**config.mk**
```make
export PLATFORM = sky130hd
export DESIGN_NAME = frame_buffer_scheduler
export DESIGN_NICKNAME = d
export VERILOG_FILES = /design/src/rtl/frame_buffer_scheduler.sv
export SDC_FILE = /design/constraint.sdc
export NUM_CORES = 1
export LEC_CHECK = 0
export ABC_AREA = 1
export BUFFER_PORTS_ARGS = -buffer_cell sky130_fd_sc_hd__buf_2
export CAP_MARGIN = 20
export CORE_ASPECT_RATIO = 1.1
export CORE_MARGIN = 2
export CORE_UTILIZATION = 50
export DETAILED_ROUTE_END_ITERATION = 7
export PLACE_DENSITY = 0.72
export SLEW_MARGIN = 20
export SYNTH_ARGS = -nofsm -noshare
export SYNTH_HDL_FRONTEND = slang
export SYNTH_SLANG_ARGS = --single-unit
```
**constraint.sdc**
```tcl
create_clock -name clk_i -period 4.5 [get_ports clk_i]
set_input_delay 0.675 -clock clk_i [delete_from_list [all_inputs] [get_ports clk_i]]
set_output_delay 0.675 -clock clk_i [all_outputs]
set_load 0.005 [all_outputs]
```
**src/rtl/frame_buffer_scheduler.sv**
```systemverilog
// -----------------------------------------------------------------------------
// frame_buffer_scheduler
//
// Triple-buffer role manager between a camera writer and a display reader.
// Three buffers rotate through the roles W (being written), R (being
// displayed) and P (completed frame waiting for the display). Each completed
// write hands its buffer to P, and each display frame start claims P when a
// fresh frame is available. Frames overwritten in P before display are
// counted as drops. Display frames shown again because nothing new arrived
// are counted as repeats.
//
// Parameters
//   ADDR_WIDTH       width of the buffer base addresses
//   BASE_ADDR        byte address of buffer 0
//   BYTES_PER_PIXEL  bytes per pixel (2 = RGB565)
//
// Ports
//   clk_i               single clock
//   reset_i             asynchronous active-high reset
//   enable_i            scheduler enable; low = synchronous return to reset
//   wr_frame_start_i    pulse: camera begins writing a frame
//   wr_frame_done_i     pulse: last pixel of the frame written
//   rd_frame_start_i    pulse: display begins a frame
//   resolution_width_i  active pixels per line
//   resolution_depth_i  lines per frame
//   wr_buf_o, rd_buf_o  current W / R buffer index (0..2)
//   wr_base_addr_o      registered byte address of W (one cycle behind index)
//   rd_base_addr_o      registered byte address of R (one cycle behind index)
//   rd_valid_o          R holds a completed frame
//   drop_cnt_o          saturating count of frames overwritten in P
//   repeat_cnt_o        saturating count of repeated display frames
// -----------------------------------------------------------------------------
module frame_buffer_scheduler #(
  parameter int unsigned           ADDR_WIDTH      = 32,
  parameter logic [ADDR_WIDTH-1:0] BASE_ADDR       = ADDR_WIDTH'(32'h0000_0000),
  parameter int unsigned           BYTES_PER_PIXEL = 2
) (
  input  logic                  clk_i,
  input  logic                  reset_i,
  input  logic                  enable_i,
  input  logic                  wr_frame_start_i,
  input  logic                  wr_frame_done_i,
  input  logic                  rd_frame_start_i,
  input  logic [15:0]           resolution_width_i,
  input  logic [15:0]           resolution_depth_i,
  output logic [1:0]            wr_buf_o,
  output logic [1:0]            rd_buf_o,
  output logic [ADDR_WIDTH-1:0] wr_base_addr_o,
  output logic [ADDR_WIDTH-1:0] rd_base_addr_o,
  output logic                  rd_valid_o,
  output logic [15:0]           drop_cnt_o,
  output logic [15:0]           repeat_cnt_o
);

  typedef enum logic {
    ST_IDLE,
    ST_RUN
  } state_t;

  state_t                  state_q, state_d;
  logic [1:0]              w_q, w_d;
  logic [1:0]              r_q, r_d;
  logic [1:0]              p_q, p_d;
  logic                    pend_valid_q, pend_valid_d;
  logic                    writing_q, writing_d;
  logic                    rd_valid_q, rd_valid_d;
  logic [15:0]             drop_cnt_q, drop_cnt_d;
  logic [15:0]             repeat_cnt_q, repeat_cnt_d;
  logic [ADDR_WIDTH-1:0]   frame_bytes_q, frame_bytes_d;
  logic [ADDR_WIDTH-1:0]   wr_base_q, wr_base_d;
  logic [ADDR_WIDTH-1:0]   rd_base_q, rd_base_d;

  logic [31:0]             pix_count;
  logic [63:0]             frame_bytes_full;
  logic [ADDR_WIDTH-1:0]   frame_bytes_calc;
  logic                    done_eff;

  // Offset of a buffer from BASE_ADDR: index*frame_bytes as a 3-way select
  // of 0, frame_bytes or frame_bytes<<1. Arithmetic wraps at ADDR_WIDTH.
  function automatic logic [ADDR_WIDTH-1:0] buf_offset(
    input logic [1:0]            idx,
    input logic [ADDR_WIDTH-1:0] fb
  );
    logic [ADDR_WIDTH-1:0] off;
    case (idx)
      2'd1:    off = fb;
      2'd2:    off = fb << 1;
      default: off = '0;
    endcase
    return off;
  endfunction

  function automatic logic [15:0] sat_inc(input logic [15:0] v);
    return (v == 16'hFFFF) ? v : v + 16'd1;
  endfunction

  always_comb begin
    pix_count        = 32'(resolution_width_i) * 32'(resolution_depth_i);
    frame_bytes_full = 64'(pix_count) * 64'(BYTES_PER_PIXEL);
    frame_bytes_calc = ADDR_WIDTH'(frame_bytes_full);
  end

  // A done pulse only counts when a frame is actually being written.
  assign done_eff = wr_frame_done_i && writing_q;

  always_comb begin
    state_d       = state_q;
    w_d           = w_q;
    r_d           = r_q;
    p_d           = p_q;
    pend_valid_d  = pend_valid_q;
    writing_d     = writing_q;
    rd_valid_d    = rd_valid_q;
    drop_cnt_d    = drop_cnt_q;
    repeat_cnt_d  = repeat_cnt_q;
    frame_bytes_d = frame_bytes_q;
    wr_base_d     = BASE_ADDR + buf_offset(w_q, frame_bytes_q);
    rd_base_d     = BASE_ADDR + buf_offset(r_q, frame_bytes_q);

    if (!enable_i) begin
      state_d       = ST_IDLE;
      w_d           = 2'd0;
      r_d           = 2'd1;
      p_d           = 2'd2;
      pend_valid_d  = 1'b0;
      writing_d     = 1'b0;
      rd_valid_d    = 1'b0;
      drop_cnt_d    = '0;
      repeat_cnt_d  = '0;
      frame_bytes_d = frame_bytes_calc;
      wr_base_d     = BASE_ADDR;
      rd_base_d     = BASE_ADDR;
    end else begin
      if (state_q == ST_IDLE) begin
        frame_bytes_d = frame_bytes_calc;
      end

      if (done_eff && rd_frame_start_i) begin
        // Completed frame goes straight to the display; the old display
        // buffer becomes the next write target and P is left alone.
        r_d          = w_q;
        w_d          = r_q;
        pend_valid_d = 1'b0;
        writing_d    = 1'b0;
        rd_valid_d   = 1'b1;
        state_d      = ST_RUN;
        if (pend_valid_q) begin
          drop_cnt_d = sat_inc(drop_cnt_q);
        end
      end else if (done_eff) begin
        w_d          = p_q;
        p_d          = w_q;
        pend_valid_d = 1'b1;
        writing_d    = 1'b0;
        if (pend_valid_q) begin
          drop_cnt_d = sat_inc(drop_cnt_q);
        end
      end else if (rd_frame_start_i) begin
        if (pend_valid_q) begin
          r_d          = p_q;
          p_d          = r_q;
          pend_valid_d = 1'b0;
          rd_valid_d   = 1'b1;
          state_d      = ST_RUN;
        end else if (state_q == ST_RUN) begin
          repeat_cnt_d = sat_inc(repeat_cnt_q);
        end
      end

      // A start in the same cycle as a done begins the next frame; a start
      // while already writing just restarts the current W buffer.
      if (wr_frame_start_i) begin
        writing_d = 1'b1;
      end
    end
  end

  always_ff @(posedge clk_i or posedge reset_i) begin
    if (reset_i) begin
      state_q       <= ST_IDLE;
      w_q           <= 2'd0;
      r_q           <= 2'd1;
      p_q           <= 2'd2;
      pend_valid_q  <= 1'b0;
      writing_q     <= 1'b0;
      rd_valid_q    <= 1'b0;
      drop_cnt_q    <= '0;
      repeat_cnt_q  <= '0;
      frame_bytes_q <= '0;
      wr_base_q     <= BASE_ADDR;
      rd_base_q     <= BASE_ADDR;
    end else begin
      state_q       <= state_d;
      w_q           <= w_d;
      r_q           <= r_d;
      p_q           <= p_d;
      pend_valid_q  <= pend_valid_d;
      writing_q     <= writing_d;
      rd_valid_q    <= rd_valid_d;
      drop_cnt_q    <= drop_cnt_d;
      repeat_cnt_q  <= repeat_cnt_d;
      frame_bytes_q <= frame_bytes_d;
      wr_base_q     <= wr_base_d;
      rd_base_q     <= rd_base_d;
    end
  end

  assign wr_buf_o       = w_q;
  assign rd_buf_o       = r_q;
  assign wr_base_addr_o = wr_base_q;
  assign rd_base_addr_o = rd_base_q;
  assign rd_valid_o     = rd_valid_q;
  assign drop_cnt_o     = drop_cnt_q;
  assign repeat_cnt_o   = repeat_cnt_q;

endmodule

```
==> metrics.txt, run 1 <==
initial antenna violation count=0; DRC=0; final hold vios=0; TritonRoute pass-1 iters=6; Area contributors post-synth=fa_1 (25%), dfrtp_1 (22%), nand2_1 (17%), inv_1 (12%), ha_1 (8.6%); final WL=41600 microns; Startpoint Class=primary input; CTS max path bufs=2; Max Freq=0.198 GHz; Worst EP required=4.82 ns; Worst path max stage delay=0.56 ns; total die area=0.0321 sq mm; worst slack at placement=-1.17 ns; initial drt markers=1081; Buffers & Inverters on Critical Path=8; H-tree Lvls=4; fraction of layout cells with a size suffix above 1=26.2%; hold crit path type=primary input to async pin; final setup violation count=22; Setup crit end kind=flop; vias=13900; max cap viols=0; Most common cell on crit path=inv_2; CTS Hold Bufs=0; Mean Syn Cell Area=7.41 sq um; Placed Cells=2665; # IOs=139; TritonCTS clock tree=done; status=complete, but fails checks; CORE AREA=0.0303 sq mm; Starting Density=50.6%; Die Height=188 microns; DR vias/cell=5.11; sequential fraction of the synthesis area=21.9%; first-pass GRT wire length=67700 microns; commonest cells in the netlist=nand2_1 (687), inv_1 (477), fa_1 (193); Yosys top cell by area=fa_1; Finished Layout Cells=2714; Synth top area share=25.2%; die width=171 microns; largest net degree at the start of global routing=73; Post-Syn Area=0.0153 sq mm; Max Clock Skew=0.00798 ns; Setup Crit Path Kind=primary input to flop; Slew headroom=25.8%; Cells after Synth=2071; clock sinks=134; Worst R2R Setup Slack=2.45 ns; period utilization=112%; Worst R2R Path Depth=11; Data arrival, critical path=5.36 ns; yosys warns=0; diode count=0; fin worst setup slack=-0.547 ns; Synth cell types=41; worst-skew pair later-pin latency=0.42 ns; total CTS buffers=17; CTS root buf=clkbuf_16; number of global-route vias before repair=14300; nets=2624; post-layout minimum cycle time=5.05 ns; Post-synth EDFFs=0; #FFs+latches synth=134; unrepaired setup endpoints after global routing=yes; Rows=67; port bufs=136; Total Routing Usage GR=26.1%; Critical Path Fanout Max=5; Layout area overhead=27.4%; Pins Over Slew Limit=0; DPL Wire Length=32900 microns; CP top delay family=adder cells; most frequent cell after synthesis=nand2_1; ANT nets after route=0; Stages on worst setup path=25; ys async rst share=100%; Final Wtd Congestion=0.915; critical path's slowest cell=fa_1; failing checks=negative setup slack; worst slew pin tran=1.11 ns; Most used DFF post-synth=dfrtp_1; WL/cell=15.3 microns; total grt overflow=0; clock slew at reported path FFs=0.06 ns
[logic make-up (layout without fill, tap and decap cells)]
group,after synthesis,in the layout,synth area share [%]
AND/OR/NAND/NOR,884,884,23.3
buffers and inverters,581,809,14.3
adder cells (fa/ha/maj),299,299,33.8
XOR/XNOR,29,29,1.65
AO/OA/AOI/OAI,143,143,5.05
other,1,2,0.0244
flip-flops,134,134,21.9
[worst paths after layout]
| path | start | end |
|---|---|---|
| setup / recovery | resolution_width_i[9] | frame_bytes_q[29]$_DFFE_PP0P_ |
| min in group clk_i | wr_frame_start_i | writing_q$_DFFE_PP0P_ |
| hold reg to reg | frame_bytes_q[31]$_DFFE_PP0P_ | frame_bytes_q[31]$_DFFE_PP0P_ |
| hold / removal | reset_i | rd_base_addr_o[22]$_DFF_PP0_ |
| setup reg to reg | repeat_cnt_o[0]$_DFFE_PP0P_ | repeat_cnt_o[13]$_DFFE_PP0P_ |
| max in group asynchronous | reset_i | drop_cnt_o[0]$_DFFE_PP0P_ |
[through the flow]
stage / util [%] / instance area, sq um / hold slack [ns] / TNS (ns)
after floorplan: - / 16200 / 0.464 / -14.00
after global placement: 58.0 / 17600 / 0.478 / -22.70
after detailed placement: 58.0 / 17600 / 0.495 / -23.82
after CTS: 62.2 / 18900 / 0.457 / -9.13
after global routing: 64.4 / 19600 / 0.487 / -13.14
final: 64.4 / 19600 / 0.415 / -9.51
[flip-flops by register name, indices dropped and copies added (netlist names)]
name and flops:
frame_bytes_q 31, rd_base_addr_o 31, wr_base_addr_o 31, drop_cnt_o 16, repeat_cnt_o 16, p_q 2
rd_buf_o 2, wr_buf_o 2, pend_valid_q 1, rd_valid_o 1, writing_q 1
[cell type report]
type,instances,area [sq um]
multi-input combinational,1357,10900
tap,414,518
clock buffer,19,443
clock inverter,13,226
sequential,134,3360
fill,2518,10800
inverter,482,1810
timing repair buffer,295,2280
[layout by cell type (no fill, tap or decap), types with 4 or more instances in the layout]
| cell type | n |
|---|---|
| nand2_1 | 599 |
| inv_1 | 414 |
| fa_1 | 175 |
| dfrtp_1 | 132 |
| buf_4 | 132 |
| buf_2 | 105 |
| ha_1 | 78 |
| a21oi_1 | 77 |
| inv_2 | 65 |
| nand2_2 | 58 |
| nand3_1 | 55 |
| nor2_1 | 48 |
| buf_6 | 38 |
| nand2_4 | 34 |
| ha_4 | 23 |
| o21ai_0 | 20 |
| nand4_1 | 20 |
| clkbuf_16 | 19 |
| fa_2 | 18 |
| xor2_1 | 17 |
| nand3_2 | 16 |
| o21ai_1 | 16 |
| nor2_4 | 15 |
| nor3_1 | 13 |
| xnor2_2 | 8 |
| o31ai_1 | 8 |
| buf_12 | 8 |
| a21oi_2 | 7 |
| buf_8 | 7 |
| nand3b_1 | 6 |
| bufinv_16 | 6 |
| o21ai_2 | 5 |
| ha_2 | 5 |
| xnor2_1 | 4 |
[per-layer routing]
metal | vias up | GRT usage, % | routed length (microns)
li1 | 6525 | - | -
met1 | 6783 | 31.1 | 16500
met2 | 445 | 48.0 | 22000
met3 | 102 | 3.33 | 1870
met4 | 0 | 9.13 | 1240
met5 | - | 0 | 0
[worst register-to-register path, cell delays in order (launching register included)]
cell	delay [ns]
dfrtp_1	0.44
ha_1	0.25
nand2_1	0.12
nor3_2	0.25
nand2_2	0.11
nor2_4	0.12
nand2_2	0.07
nand2_4	0.14
nand2_4	0.16
inv_2	0.16
nand2_1	0.06
o31ai_1	0.07
[repair_timing]
item / 4_1_cts / 5_1_grt
setup buffers: 9 / 7
pin swaps: 56 / 108
endpoints found under the setup margin: 23 / 24
cloned: 0 / 2
resized for setup: 161 / 172
Power of run 1 is left out: the tool's default activity adds up to more than one toggle a clock period on the data nets, which glitch-free logic cannot reach.
==> run 2, diff against run 1 <==
--- a/config.mk
+++ b/config.mk
@@ -12,6 +12,7 @@
 export CORE_MARGIN = 2
 export CORE_UTILIZATION = 50
 export DETAILED_ROUTE_END_ITERATION = 7
+export GPL_TIMING_DRIVEN = 0
 export PLACE_DENSITY = 0.72
 export SLEW_MARGIN = 20
 export SYNTH_ARGS = -nofsm -noshare
==> run 2 against run 1 <==
  * The flow still finishes with violations (negative setup slack)
  * Cell count down 1.4%
  * Wire length up 4.6%
  * Sequential share of layout area up 0.056 points
  * Clock skew about the same
  * Critical path depth down 1
  * Setup slack worse by 0.12 ns
  * Sequential cell count unchanged
  * Critical path type unchanged
  * Largest cell class unchanged
==> metrics.txt, run 2 (synthesis results as in run 1) <==
first-pass GRT wire length=69800 microns (was 67700 microns); Die Height=188 microns (unchanged); TritonCTS clock tree=done (unchanged); initial antenna violation count=0 (unchanged); vias=13800 (was 13900); port bufs=104 (was 136); CP top delay family=adder cells (unchanged); initial drt markers=1003 (was 1081); Worst EP required=4.80 ns (was 4.82 ns); clock slew at reported path FFs=0.06 ns (about the same); CORE AREA=0.0303 sq mm (unchanged); H-tree Lvls=4 (unchanged); DRC=0 (unchanged); CTS root buf=clkbuf_16 (unchanged); Max Freq=0.194 GHz (was 0.198 GHz); ANT nets after route=0 (unchanged); fraction of layout cells with a size suffix above 1=22.1% (was 26.2%); Final Wtd Congestion=0.959 (was 0.915); failing checks=negative setup slack (unchanged); CTS max path bufs=2 (unchanged); status=complete, but fails checks (unchanged); final WL=43500 microns (was 41600 microns); Starting Density=50.6% (unchanged); Reg2Reg Capture Point=rd_base_addr_o[6]$_DFF_PP0_ (was repeat_cnt_o[13]$_DFFE_PP0P_); total grt overflow=0 (unchanged); final setup violation count=22 (unchanged); DPL Wire Length=34200 microns (was 32900 microns); total die area=0.0321 sq mm (unchanged); nets=2587 (was 2624); final hold vios=0 (unchanged); period utilization=115% (was 112%); worst slew pin tran=0.766 ns (was 1.11 ns); number of global-route vias before repair=14100 (was 14300); worst-skew pair later-pin latency=0.41 ns (was 0.42 ns); clock sinks=134 (unchanged); Data arrival, critical path=5.46 ns (was 5.36 ns); largest net degree at the start of global routing=111 (was 73); fin worst setup slack=-0.666 ns (was -0.547 ns); hold crit path type=primary input to async pin (unchanged); Post-Layout Inst Area=0.0195 sq mm (was 0.0196 sq mm); Buffers & Inverters on Critical Path=8 (unchanged); Worst path max stage delay=0.55 ns (was 0.56 ns); critical path's slowest cell=fa_2 (was fa_1); die width=171 microns (unchanged); CTS Hold Bufs=0 (unchanged); critical-path cell list=clkbuf_16 -> clkbuf_16 -> nand2_4 -> inv_2 -> fa_1 -> inv_1 -> fa_1 -> inv_1 -> fa_2 -> fa_2 -> fa_1 -> inv_2 -> fa_1 -> inv_2 -> ha_4 -> nand2_4 -> nor2_4 -> inv_2 -> nor2_4 -> nand4_1 -> nand3_1 -> nand2_1 -> nand3_1 -> nand2_1; max cap viols=0 (unchanged); most frequent cells in the layout=nand2_1 (607), inv_1 (428), fa_1 (179) (was nand2_1 (599), inv_1 (414), fa_1 (175)); # IOs=139 (unchanged); unrepaired setup endpoints after global routing=yes (unchanged); Startpoint Class=primary input (unchanged); Pins Over Slew Limit=0 (unchanged); post-layout util=64.2% (was 64.4%); total CTS buffers=17 (unchanged); Worst R2R Setup Slack=2.52 ns (was 2.45 ns); diode count=0 (unchanged); Setup Crit Path Kind=primary input to flop (unchanged); Setup crit end kind=flop (unchanged); DR vias/cell=5.17 (was 5.11); Rows=67 (unchanged); Total Routing Usage GR=27.7% (was 26.1%); most common cell after layout, fill and taps aside=nand2_1 (unchanged); placed instance area=0.0173 sq mm (was 0.0176 sq mm); Critical Path Fanout Max=6 (was 5); Worst R2R Path Depth=6 (was 11); Layout area overhead=27.0% (was 27.4%); Max Clock Skew=0.00819 ns (was 0.00798 ns); RR Startpoint=rd_buf_o[0]$_DFFE_PP1P_ (was repeat_cnt_o[0]$_DFFE_PP0P_); Slew headroom=48.9% (was 25.8%); post-layout minimum cycle time=5.17 ns (was 5.05 ns); TritonRoute pass-1 iters=5 (was 6); WL/cell=16.3 microns (was 15.3 microns)
## run 2: how the worst max path moves through the flow
| stage | startpoint | end | cells past startpoint | slack (ns) |
|---|---|---|---|---|
| 2_1_floorplan | resolution_depth_i[6] | frame_bytes_q[20]$_DFFE_PP0P_ | 26 | -0.79 |
| 3_3_place_gp | resolution_width_i[0] | frame_bytes_q[29]$_DFFE_PP0P_ | 23 | -1.45 |
| 3_5_place_dp | resolution_width_i[0] | frame_bytes_q[24]$_DFFE_PP0P_ | 22 | -1.48 |
| 4_1_cts | resolution_depth_i[4] | frame_bytes_q[28]$_DFFE_PP0P_ | 24 | -0.62 |
| 5_1_grt | resolution_width_i[1] | frame_bytes_q[22]$_DFFE_PP0P_ | 22 | -0.84 |
| 6_report | resolution_depth_i[4] | frame_bytes_q[21]$_DFFE_PP0P_ | 24 | -0.67 |
## run 2: final cells by class
| type | instances | area, sq um |
|---|---|---|
| tap | 414 | 518 |
| buffer | 99 | 1340 |
| multi-input combinational | 1357 | 10800 |
| clock inverter | 8 | 146 |
| timing repair buffer | 159 | 1020 |
| clock buffer | 24 | 482 |
| fill | 2475 | 10900 |
| inverter | 482 | 1820 |
| sequential | 134 | 3360 |
## run 2: repair_timing
item / 4_1_cts / 5_1_grt
gates resized for setup: 163 / 114
buffers inserted: 39 / 12
gates cloned: 3 / 0
pin swaps: 75 / 72
setup endpoints to repair: 23 / 23
## run 2: layer usage
layer	track usage, %	routed length [microns]
met1	32.2	16500
met2	50.2	22200
met3	3.12	2410
met4	13.9	2390
met5	0	0
## run 2: through the flow
stage / TNS [ns] / hold WS, ns / cells / worst slack, ns
after global placement: -161.11 / 0.477 / 2590 / -1.45
after global routing: -15.13 / 0.197 / 2677 / -0.837
after floorplan: -14.00 / 0.464 / 2072 / -0.790
after CTS: -10.65 / 0.189 / 2665 / -0.621
final: -11.83 / 0.195 / 2677 / -0.666
after detailed placement: -28.88 / 0.484 / 2591 / -1.48
Power of run 2 is left out for the same reason.
==> run 3, diff against run 2 <==
--- a/config.mk
+++ b/config.mk
@@ -5,7 +5,6 @@
 export SDC_FILE = /design/constraint.sdc
 export NUM_CORES = 1
 export LEC_CHECK = 0
-export ABC_AREA = 1
 export BUFFER_PORTS_ARGS = -buffer_cell sky130_fd_sc_hd__buf_2
 export CAP_MARGIN = 20
 export CORE_ASPECT_RATIO = 1.1
@@ -14,6 +13,7 @@
 export DETAILED_ROUTE_END_ITERATION = 7
 export GPL_TIMING_DRIVEN = 0
 export PLACE_DENSITY = 0.72
+export SETUP_SLACK_MARGIN = 0.4
 export SLEW_MARGIN = 20
 export SYNTH_ARGS = -nofsm -noshare
 export SYNTH_HDL_FRONTEND = slang
==> run 3 against run 2 <==
  * The run still ends with negative setup slack left
  * Non-clock buffer count rose by 23
  * Hold slack better by 0.14 ns
  * Critical path type unchanged
  * Synthesized cell count is 25% lower
  * Sequential share of layout area increased by 1.6 points
  * Clock skew rose by 0.00052 ns
  * Die area shrank 7.9%
  * Critical path depth unchanged
==> metrics.txt, run 3 <==
ys async rst share=100% (unchanged); final setup violation count=22 (unchanged); Die Height=180 microns (was 188 microns); commonest cells in the netlist=inv_1 (247), nand2_1 (221), fa_1 (193) (was nand2_1 (687), inv_1 (477), fa_1 (193)); # IOs=139 (unchanged); initial antenna violation count=0 (unchanged); fin worst setup slack=-1.40 ns (was -0.666 ns); max cap viols=0 (unchanged); Final Wtd Congestion=0.947 (was 0.959); crit path from=resolution_depth_i[4] (unchanged); Max Clock Skew=0.00871 ns (was 0.00819 ns); Setup Crit Path Kind=primary input to flop (unchanged); worst slew pin tran=0.617 ns (was 0.766 ns); TritonRoute pass-1 iters=5 (unchanged); period utilization=131% (was 115%); Worst R2R Setup Slack=2.41 ns (was 2.52 ns); Cells after Synth=1544 (was 2071); Pins Over Slew Limit=0 (unchanged); #FFs+latches synth=134 (unchanged); final WL=38000 microns (was 43500 microns); Worst R2R Path Depth=7 (was 6); Reg2Reg Capture Point=drop_cnt_o[9]$_DFFE_PP0P_ (was rd_base_addr_o[6]$_DFF_PP0_); vias=11600 (was 13800); Worst path max stage delay=0.59 ns (was 0.55 ns); diode count=0 (unchanged); WHS=0.335 ns (was 0.195 ns); post-layout minimum cycle time=5.90 ns (was 5.17 ns); CORE AREA=0.0278 sq mm (was 0.0303 sq mm); met1 GRT Util=35.0% (was 32.2%); met3 Use GR=3.22% (was 3.12%); Max Freq=0.169 GHz (was 0.194 GHz); port bufs=135 (was 104); Startpoint Class=primary input (unchanged); final hold vios=0 (unchanged); nets=2110 (was 2587); GR peak layer=met2 (unchanged); Post-Syn Area=0.0141 sq mm (was 0.0153 sq mm); total die area=0.0296 sq mm (was 0.0321 sq mm); ANT nets after route=0 (unchanged); Post-synth EDFFs=0 (unchanged); RR Startpoint=drop_cnt_o[5]$_DFFE_PP0P_ (was rd_buf_o[0]$_DFFE_PP1P_); Stages on worst setup path=24 (unchanged); Data arrival, critical path=6.18 ns (was 5.46 ns); fraction of layout cells with a size suffix above 1=23.6% (was 22.1%); total CTS buffers=17 (unchanged); Slew headroom=58.8% (was 48.9%); Synth cell types=56 (was 41); WL/cell=17.7 microns (was 16.3 microns); Most used DFF post-synth=dfrtp_1 (unchanged); unrepaired setup endpoints after global routing=yes (unchanged); CTS root buf=clkbuf_16 (unchanged); sequential fraction of the synthesis area=23.8% (was 21.9%); Area contributors post-synth=fa_1 (27%), dfrtp_1 (23%), ha_1 (9.4%), inv_1 (6.6%), nand2_1 (5.9%) (was fa_1 (25%), dfrtp_1 (22%), nand2_1 (17%), inv_1 (12%), ha_1 (8.6%)); initial drt markers=958 (was 1003); Mean Syn Cell Area=9.14 sq um (was 7.41 sq um); M2 GR Usage=43.6% (was 50.2%); worst-skew pair later-pin latency=0.42 ns (was 0.41 ns); worst slack at placement=-1.95 ns (was -1.48 ns); hold crit path type=primary input to async pin (unchanged); most common cell after layout, fill and taps aside=inv_1 (was nand2_1); failing checks=negative setup slack (unchanged); Synth top area share=27.4% (was 25.2%); status=complete, but fails checks (unchanged); Worst Setup EP=frame_bytes_q[21]$_DFFE_PP0P_ (unchanged); H-tree Lvls=4 (unchanged); Buffers & Inverters on Critical Path=9 (was 8); DR vias/cell=5.42 (was 5.17); CTS max path bufs=2 (unchanged); CP top delay family=adder cells (unchanged); critical-path cell list=buf_12 -> clkbuf_16 -> and2_4 -> fa_1 -> inv_1 -> fa_1 -> fa_1 -> inv_2 -> fa_2 -> fa_1 -> inv_1 -> fa_1 -> inv_1 -> ha_1 -> buf_6 -> nand4_1 -> nor2_4 -> buf_4 -> o21ai_1 -> a311oi_2 -> a211o_1 -> buf_4 -> xnor2_1 -> o21ai_1 (was clkbuf_16 -> clkbuf_16 -> nand2_4 -> inv_2 -> fa_1 -> inv_1 -> fa_1 -> inv_1 -> fa_2 -> fa_2 -> fa_1 -> inv_2 -> fa_1 -> inv_2 -> ha_4 -> nand2_4 -> nor2_4 -> inv_2 -> nor2_4 -> nand4_1 -> nand3_1 -> nand2_1 -> nand3_1 -> nand2_1); Starting Density=50.8% (was 50.6%); critical path's slowest cell=fa_1 (was fa_2); Critical Path Fanout Max=6 (unchanged); Total Routing Usage GR=26.0% (was 27.7%); die width=164 microns (was 171 microns); Worst EP required=4.78 ns (was 4.80 ns); DRC=0 (unchanged); most frequent cells in the layout=inv_1 (231), nand2_1 (208), fa_1 (181) (was nand2_1 (607), inv_1 (428), fa_1 (179)); Setup crit end kind=flop (unchanged); yosys warns=0 (unchanged); Most common cell on crit path=fa_1; largest net degree at the start of global routing=37 (was 111); first-pass GRT wire length=61100 microns (was 69800 microns); TritonCTS clock tree=done (unchanged); Layout area overhead=26.3% (was 27.0%); clock slew at reported path FFs=0.06 ns (about the same); most frequent cell after synthesis=inv_1 (was nand2_1); number of global-route vias before repair=11900 (was 14100); sum of negative setup slack=-22.32 ns (was -11.83 ns); total grt overflow=0 (unchanged); DPL Wire Length=28800 microns (was 34200 microns); Rows=64 (was 67); CTS Hold Bufs=0 (unchanged); clock sinks=134 (unchanged); Yosys top cell by area=fa_1 (unchanged)
-- run 3: changes by cell type after synthesis, moves of 9 or more --
cell      previous run  this run
a21oi_1             86        42
a22oi_1              1        60
and2_1               2       116
clkbuf_1            91        64
inv_1              477       247
nand2_1            687       221
nand3_1             74        20
nor2_1              64       132
nor3_1              17         8
xnor2_1             12        23
xor2_1              17        34
-- run 3: logic make-up (layout without fill, tap and decap cells) --
family / count (synthesis) / in the layout / share of synthesized area, %
flip-flops: 134 / 134 / 23.8
multiplexers: 8 / 8 / 0.577
other: 1 / 2 / 0.0266
AND/OR/NAND/NOR: 535 / 535 / 17.5
buffers and inverters: 319 / 560 / 8.57
adder cells (fa/ha/maj): 299 / 299 / 36.8
AO/OA/AOI/OAI: 191 / 191 / 9.25
XOR/XNOR: 57 / 57 / 3.54
-- run 3: area by class of cell --
type | count | area (sq um)
inverters | 247 | 931
fillers | 2216 | 9970
clock inverters | 13 | 100
clock buffers | 19 | 453
repair buffers | 209 | 1480
plain buffers | 72 | 833
multi-input cells | 1092 | 10200
flip-flops and latches | 134 | 3360
well taps | 363 | 454
-- run 3: timing repair --
item | 4_1_cts | 5_1_grt
gates resized for setup | 144 | 60
cloned | 2 | 0
endpoints found under the setup margin | 24 | 24
buffers inserted | 49 | 19
pin swaps | 71 | 53
-- run 3: stage by stage --
step / util (%) / instances / instance area, sq um
finish: 64.1 / 2149 / 17800
global route: 64.1 / 2149 / 17800
CTS: 62.8 / 2130 / 17400
detailed placement: 57.0 / 2047 / 15800
global placement: 56.7 / 2043 / 15800
floorplan: - / 1545 / 14600
-- run 3: worst min-delay path by stage --
| stage | start | endpoint | slack (ns) | depth (start not counted) |
|---|---|---|---|---|
| 6_report | reset_i | drop_cnt_o[10]$_DFFE_PP0P_ | 0.33 | 2 |
| 5_1_grt | reset_i | wr_base_addr_o[23]$_DFF_PP0_ | 0.38 | 2 |
| 4_1_cts | reset_i | drop_cnt_o[10]$_DFFE_PP0P_ | 0.34 | 2 |
| 3_5_place_dp | p_q[1]$_DFFE_PP1P_ | p_q[1]$_DFFE_PP1P_ | 0.50 | 2 |
| 3_3_place_gp | p_q[1]$_DFFE_PP1P_ | p_q[1]$_DFFE_PP1P_ | 0.49 | 2 |
| 2_1_floorplan | frame_bytes_q[31]$_DFFE_PP0P_ | frame_bytes_q[31]$_DFFE_PP0P_ | 0.47 | 2 |
-- run 3: metal layers --
metal | part of all wire, % | routed length, microns
met1 | 42 | 16000
met4 | 3.0 | 1130
met3 | 6.3 | 2400
met2 | 49 | 18500
met5 | 0 | 0
Power of run 3 is left out for the same reason.
